### src/rtl/opl_pkg.sv
// Shared definitions for the OPL per-slot parameter ring controllers.
package opl_pkg;

  // Default ring length and the width of a slot index.
  localparam int SLOTS_DEF = 18;
  localparam int SLOT_W    = 5;

  // Write-side controller states.
  typedef enum logic [1:0] {
    ST_INIT = 2'd0,
    ST_IDLE = 2'd1,
    ST_PEND = 2'd2
  } ring_state_t;

  // Index of the last slot, truncated to a slot index.
  function automatic logic [SLOT_W-1:0] slot_last(input int slots);
    logic [SLOT_W-1:0] last;
    last = SLOT_W'(slots - 1);
    return last;
  endfunction

endpackage

### src/rtl/opl_slot_cnt.sv
// Global slot counter and zero flag. Every ring controller instantiates
// this so that all parameter rings stay aligned to the same slot index.
module opl_slot_cnt
  import opl_pkg::*;
#(
  parameter int SLOTS = SLOTS_DEF
) (
  input  logic              clk,
  input  logic              rst,
  input  logic              cen,
  output logic [SLOT_W-1:0] slot,
  output logic              zero
);

  localparam logic [SLOT_W-1:0] LAST = slot_last(SLOTS);

  logic [SLOT_W-1:0] slot_reg;

  // Advance one slot per cen tick, wrapping from the last slot to 0.
  always_ff @(posedge clk) begin
    if (rst) begin
      slot_reg <= '0;
    end else if (cen) begin
      slot_reg <= (slot_reg == LAST) ? '0 : slot_reg + SLOT_W'(1);
    end
  end

  assign slot = slot_reg;
  assign zero = (slot_reg == '0);

endmodule

### src/rtl/opl_slot_ring_wr.sv
// Write-side controller for an external SLOTS-stage, cen-gated parameter
// ring. It recirculates the ring and splices a CPU write in at the moment
// the target slot passes. After reset it fills the whole ring with RSTVAL.
// SLOTS must lie in 3..32.
module opl_slot_ring_wr
  import opl_pkg::*;
#(
  parameter int   WIDTH  = 8,
  parameter int   SLOTS  = SLOTS_DEF,
  parameter logic RSTVAL = 1'b0
) (
  input  logic              clk,
  input  logic              rst,
  input  logic              cen,
  input  logic              wr_req,
  input  logic [SLOT_W-1:0] wr_slot,
  input  logic [WIDTH-1:0]  wr_data,
  output logic              wr_busy,
  output logic              wr_done,
  output logic              wr_err,
  input  logic [WIDTH-1:0]  ring_drop,
  output logic [WIDTH-1:0]  ring_din,
  output logic [SLOT_W-1:0] slot,
  output logic              zero,
  output logic [WIDTH-1:0]  cur_data
);

  localparam logic [SLOT_W-1:0] LAST = slot_last(SLOTS);

  ring_state_t       state_reg, state_next;
  logic [SLOT_W-1:0] init_cnt_reg, init_cnt_next;
  logic [SLOT_W-1:0] pend_slot_reg, pend_slot_next;
  logic [WIDTH-1:0]  pend_data_reg, pend_data_next;
  logic              done_reg, done_next;
  logic              err_reg, err_next;
  logic [SLOT_W-1:0] slot_cur;
  logic              slot_match;

  opl_slot_cnt #(
    .SLOTS (SLOTS)
  ) u_slot_cnt (
    .clk  (clk),
    .rst  (rst),
    .cen  (cen),
    .slot (slot_cur),
    .zero (zero)
  );

  assign slot       = slot_cur;
  assign cur_data   = ring_drop;
  assign slot_match = (slot_cur == pend_slot_reg);

  // State and pending-write registers; reset restarts initialisation.
  always_ff @(posedge clk) begin
    if (rst) begin
      state_reg     <= ST_INIT;
      init_cnt_reg  <= '0;
      pend_slot_reg <= '0;
      pend_data_reg <= '0;
      done_reg      <= 1'b0;
      err_reg       <= 1'b0;
    end else begin
      state_reg     <= state_next;
      init_cnt_reg  <= init_cnt_next;
      pend_slot_reg <= pend_slot_next;
      pend_data_reg <= pend_data_next;
      done_reg      <= done_next;
      err_reg       <= err_next;
    end
  end

  // Next-state logic and ring input mux (recirculate unless filling/splicing).
  always_comb begin
    state_next     = state_reg;
    init_cnt_next  = init_cnt_reg;
    pend_slot_next = pend_slot_reg;
    pend_data_next = pend_data_reg;
    done_next      = 1'b0;
    err_next       = 1'b0;
    ring_din       = ring_drop;
    wr_busy        = 1'b1;

    case (state_reg)
      ST_INIT: begin
        ring_din = {WIDTH{RSTVAL}};
        if (cen) begin
          if (init_cnt_reg == LAST) begin
            init_cnt_next = '0;
            state_next    = ST_IDLE;
          end else begin
            init_cnt_next = init_cnt_reg + SLOT_W'(1);
          end
        end
      end

      ST_IDLE: begin
        wr_busy = 1'b0;
        if (wr_req) begin
          if (wr_slot <= LAST) begin
            pend_slot_next = wr_slot;
            pend_data_next = wr_data;
            state_next     = ST_PEND;
          end else begin
            err_next = 1'b1;
          end
        end
      end

      ST_PEND: begin
        if (slot_match) begin
          ring_din = pend_data_reg;
        end
        // The ring only captures its input on cen, so only then is the splice done.
        if (cen && slot_match) begin
          state_next = ST_IDLE;
          done_next  = 1'b1;
        end
      end

      default: begin
        state_next = ST_INIT;
      end
    endcase
  end

  assign wr_done = done_reg;
  assign wr_err  = err_reg;

endmodule

### config.mk
export PLATFORM = sky130hd
export DESIGN_NAME = opl_slot_ring_wr
export DESIGN_NICKNAME = d
export VERILOG_FILES = /design/src/rtl/opl_pkg.sv /design/src/rtl/opl_slot_cnt.sv /design/src/rtl/opl_slot_ring_wr.sv
export SDC_FILE = /design/constraint.sdc
export NUM_CORES = 1
export LEC_CHECK = 0
export CAP_MARGIN = 5
export CORE_MARGIN = 2
export CORE_UTILIZATION = 41
export DETAILED_ROUTE_END_ITERATION = 8
export GPL_TIMING_DRIVEN = 0
export MAX_ROUTING_LAYER = met4
export PLACE_DENSITY = 0.75
export SLEW_MARGIN = 20
export SYNTH_ARGS = -nofsm -noshare
export SYNTH_HDL_FRONTEND = slang
export SYNTH_SLANG_ARGS = --single-unit
### constraint.sdc
create_clock -name clk -period 1.3 [get_ports clk]
set_input_delay 0.195 -clock clk [delete_from_list [all_inputs] [get_ports clk]]
set_output_delay 0.195 -clock clk [all_outputs]
set_load 0.01 [all_outputs]
==> flow_metrics.tcl <==
set metrics [dict create \
    worst_pin_slew_ns 0.488 \
    route.detailed.drc 0 \
    overflow 0 \
    synthDistinctLibCells 38 \
    maxCapViolCount 0 \
    dr.pass1.iters 4 \
    dpl_cell_area_um2 2140 \
    avgRoutedWirePerCell_um 14.3 \
    vias_per_cell 5.17 \
    clock-root-buffer "clkbuf_8" \
    nFillCells 283 \
    end_kind "primary output" \
    antenna_found_initial 0 \
    core.rowCount 22 \
    port-buffer-count 47 \
    synthesis.area_um2 1540 \
    hold_buffers 0 \
    critPathBufInv 2 \
    totalWireLength_um 4240 \
    ir_drop_mv 0.642 \
    hp-class "in -> reg" \
    via_count 1536 \
    path_class "reg -> out" \
    fin_total_pwr_mw 1.72 \
    largest_reg_flops 8 \
    rsz0062_at_grt "true" \
    async_flop_share_pct 0 \
    hold_viol 0 \
    start_util_pct 42.3 \
    fin_crit_sh_pct 143 \
    cpMaxStageDelayCell "dfxtp_2" \
    cp_max_fo 8 \
    ioPinCount 50 \
    antenna_left 0 \
    utilization_pct 69.8 \
    hpwl_um 2500 \
    worst_slack_ns -0.554 \
    htreeDepth 1 \
    critPathLaunchType "flop" \
    fin_worst_skew_ns 0.00927 \
    max_slew_margin_pct 67.5 \
    dieWidth_um 65.2 \
    p_per_area_nw_per_um2 678 \
    cts_sinks 27 \
    critPathTopFamily "simple AND/OR/NAND/NOR gates" \
    slew_viol_final 0 \
    max_stage_delay_ns 0.35 \
    die_y_um 65.2 \
    syn_inst 182 \
    gp_congestion 0.882 \
    n_antenna_cell 0 \
    dp_slack_ns -0.772 \
    fin_nets 280 \
    die_area_um2 4250 \
    cts_buffer_depth 2 \
    cts_tree "yes" \
    setup_viol 13 \
    synth_fp_nets 212 \
    fin_area_um2 2530 \
    period_minus_slack_ns 1.85 \
    synth_edf_count 0 \
    grt_pass1_wl_um 6270 \
    core_area_um2 3630 \
    max_freq_mhz 539 \
    cts_made_buffers 3 \
    power_leakage_nw 1.03 \
    drt_iter0_markers 71 \
    grt_use_total_pct 19.3 \
    yosys_warnings 0 \
    cp.arrival_ns 1.66 \
    cp.required_ns 1.11 \
    path_clk_slew_ns 0.09 \
    clock_latency_ns 0.27 \
    synth_ff_type "dfxtp_1" \
    failed_checks "negative setup slack" \
    avgSynthCellArea_um2 8.44 \
    grt_max_degree 16 \
    tns_ns -4.53 \
    synthToLayoutAreaGrowth_pct 65.1 \
    grt_pass1_vias 1345 \
    path_cells "xnor2_2 -> nand3_2 -> or2_4 -> buf_12 -> o211ai_4 -> buf_6" \
    drive_above_1_share_pct 38.6 \
    outcome "finished, violations left" \
    synth_seq_area_share_pct 35.2 \
    synth_seq_cells 27 \
]
## worst register-to-register path, cell delays in order (launching register included)
cell	delay, ns
dfxtp_4	0.36
buf_6	0.12
nand3b_4	0.16
buf_4	0.15
nor4_1	0.26
o221a_2	0.25
## power by group
part / leakage (nW) / total, mW / internal (mW) / switching, mW
logic: 0.777 / 0.396 / 0.210 / 0.186
registers: 0.226 / 0.853 / 0.833 / 0.0196
clock network: 0.0255 / 0.469 / 0.214 / 0.255
total: 1.03 / 1.72 / 1.26 / 0.460
## layout make-up
| cell class | instances | area [um^2] | area share [%] |
|---|---|---|---|
| sequential | 27 | 574 | 22.7 |
| tap | 48 | 60.1 | 2.37 |
| buffer | 18 | 150 | 5.92 |
| clock inverter | 1 | 5.00 | 0.197 |
| inverter | 4 | 15.0 | 0.592 |
| timing repair buffer | 64 | 606 | 23.9 |
| clock buffer | 3 | 41.3 | 1.63 |
| multi-input combinational | 132 | 1080 | 42.7 |
## metal layers
layer  up-vias  GRT usage (%)  share of wire [%]
met1       723           23.5                 39
met3         4           3.94                5.3
met2        54           32.4                 55
li1        755              -                  -
met5         -              -                  0
met4         0           5.47               0.99
## cell usage in the layout (no fill, tap or decap), types with 3 or more instances in the layout
cell	n
a21oi_1	11
a21oi_2	3
buf_2	4
buf_4	20
buf_6	17
clkbuf_8	3
clkdlybuf4s50_1	16
dfxtp_1	14
dfxtp_2	6
dfxtp_4	7
dlygate4sd2_1	15
dlymetal6s2s_1	4
ha_1	3
inv_2	3
nand2_1	41
nand4_1	4
nor2_1	11
o211ai_1	8
o211ai_4	8
xnor2_2	4
xor2_1	6
## cells in the mapped netlist (2+ instances only)
master	count	share of area, %
nor2_1	11	2.7
nand2b_1	2	0.81
buf_2	2	0.65
a21oi_1	14	4.6
dfxtp_1	27	35
inv_1	4	0.98
o211ai_2	8	6.5
buf_4	13	6.4
o211ai_1	8	3.9
and3_1	2	0.81
nand2_1	42	10
ha_1	5	4.1
nand4_1	4	1.6
xnor2_1	6	3.4
xor2_1	6	3.4
nand3b_1	2	0.98
nand3_1	3	0.98
clkbuf_1	2	0.49
nor4_1	2	0.81
## what timing repair did
| action | in CTS | in global routing |
|---|---|---|
| buffers inserted | 10 | 6 |
| cloned | 1 | 1 |
| pin swaps | 15 | 12 |
| gates resized for setup | 94 | 39 |
| endpoints found under the setup margin | 47 | 36 |
## path summary, 6_finish.rpt
check / endpoint / from / slack, ns / cells past startpoint
max: ring_din[7] / pend_slot_reg[3] / -0.55 / 6
min: pend_slot_reg[1] / wr_slot[1] / 0.28 / 3
max reg2reg: pend_slot_reg[4] / state_reg[1] / -0.03 / 5
min reg2reg: pend_data_reg[0] / pend_data_reg[0] / 0.46 / 2
## metrics by stage
stage | instances | hold slack (ns)
after global placement | 277 | 0.444
after detailed placement | 277 | 0.451
final | 297 | 0.277
after CTS | 292 | 0.269
after floorplan | 182 | 0.331
after global routing | 297 | 0.296
## cells by family (layout without fill, tap and decap cells)
| kind of cell | count (synthesis) | in the layout | share of synthesized area (%) |
|---|---|---|---|
| and+or+nand+nor | 77 | 77 | 24.2 |
| AOI/OAI and AO/OA | 36 | 36 | 18.4 |
| DFF | 27 | 27 | 35.2 |
| buffers and inverters | 23 | 90 | 9.53 |
| xor gates and xnor gates | 13 | 13 | 7.91 |
| adders and majority gates | 5 | 5 | 4.07 |
| muxes | 1 | 1 | 0.652 |
No activity file was read; power rests on OpenSTA's default activity.
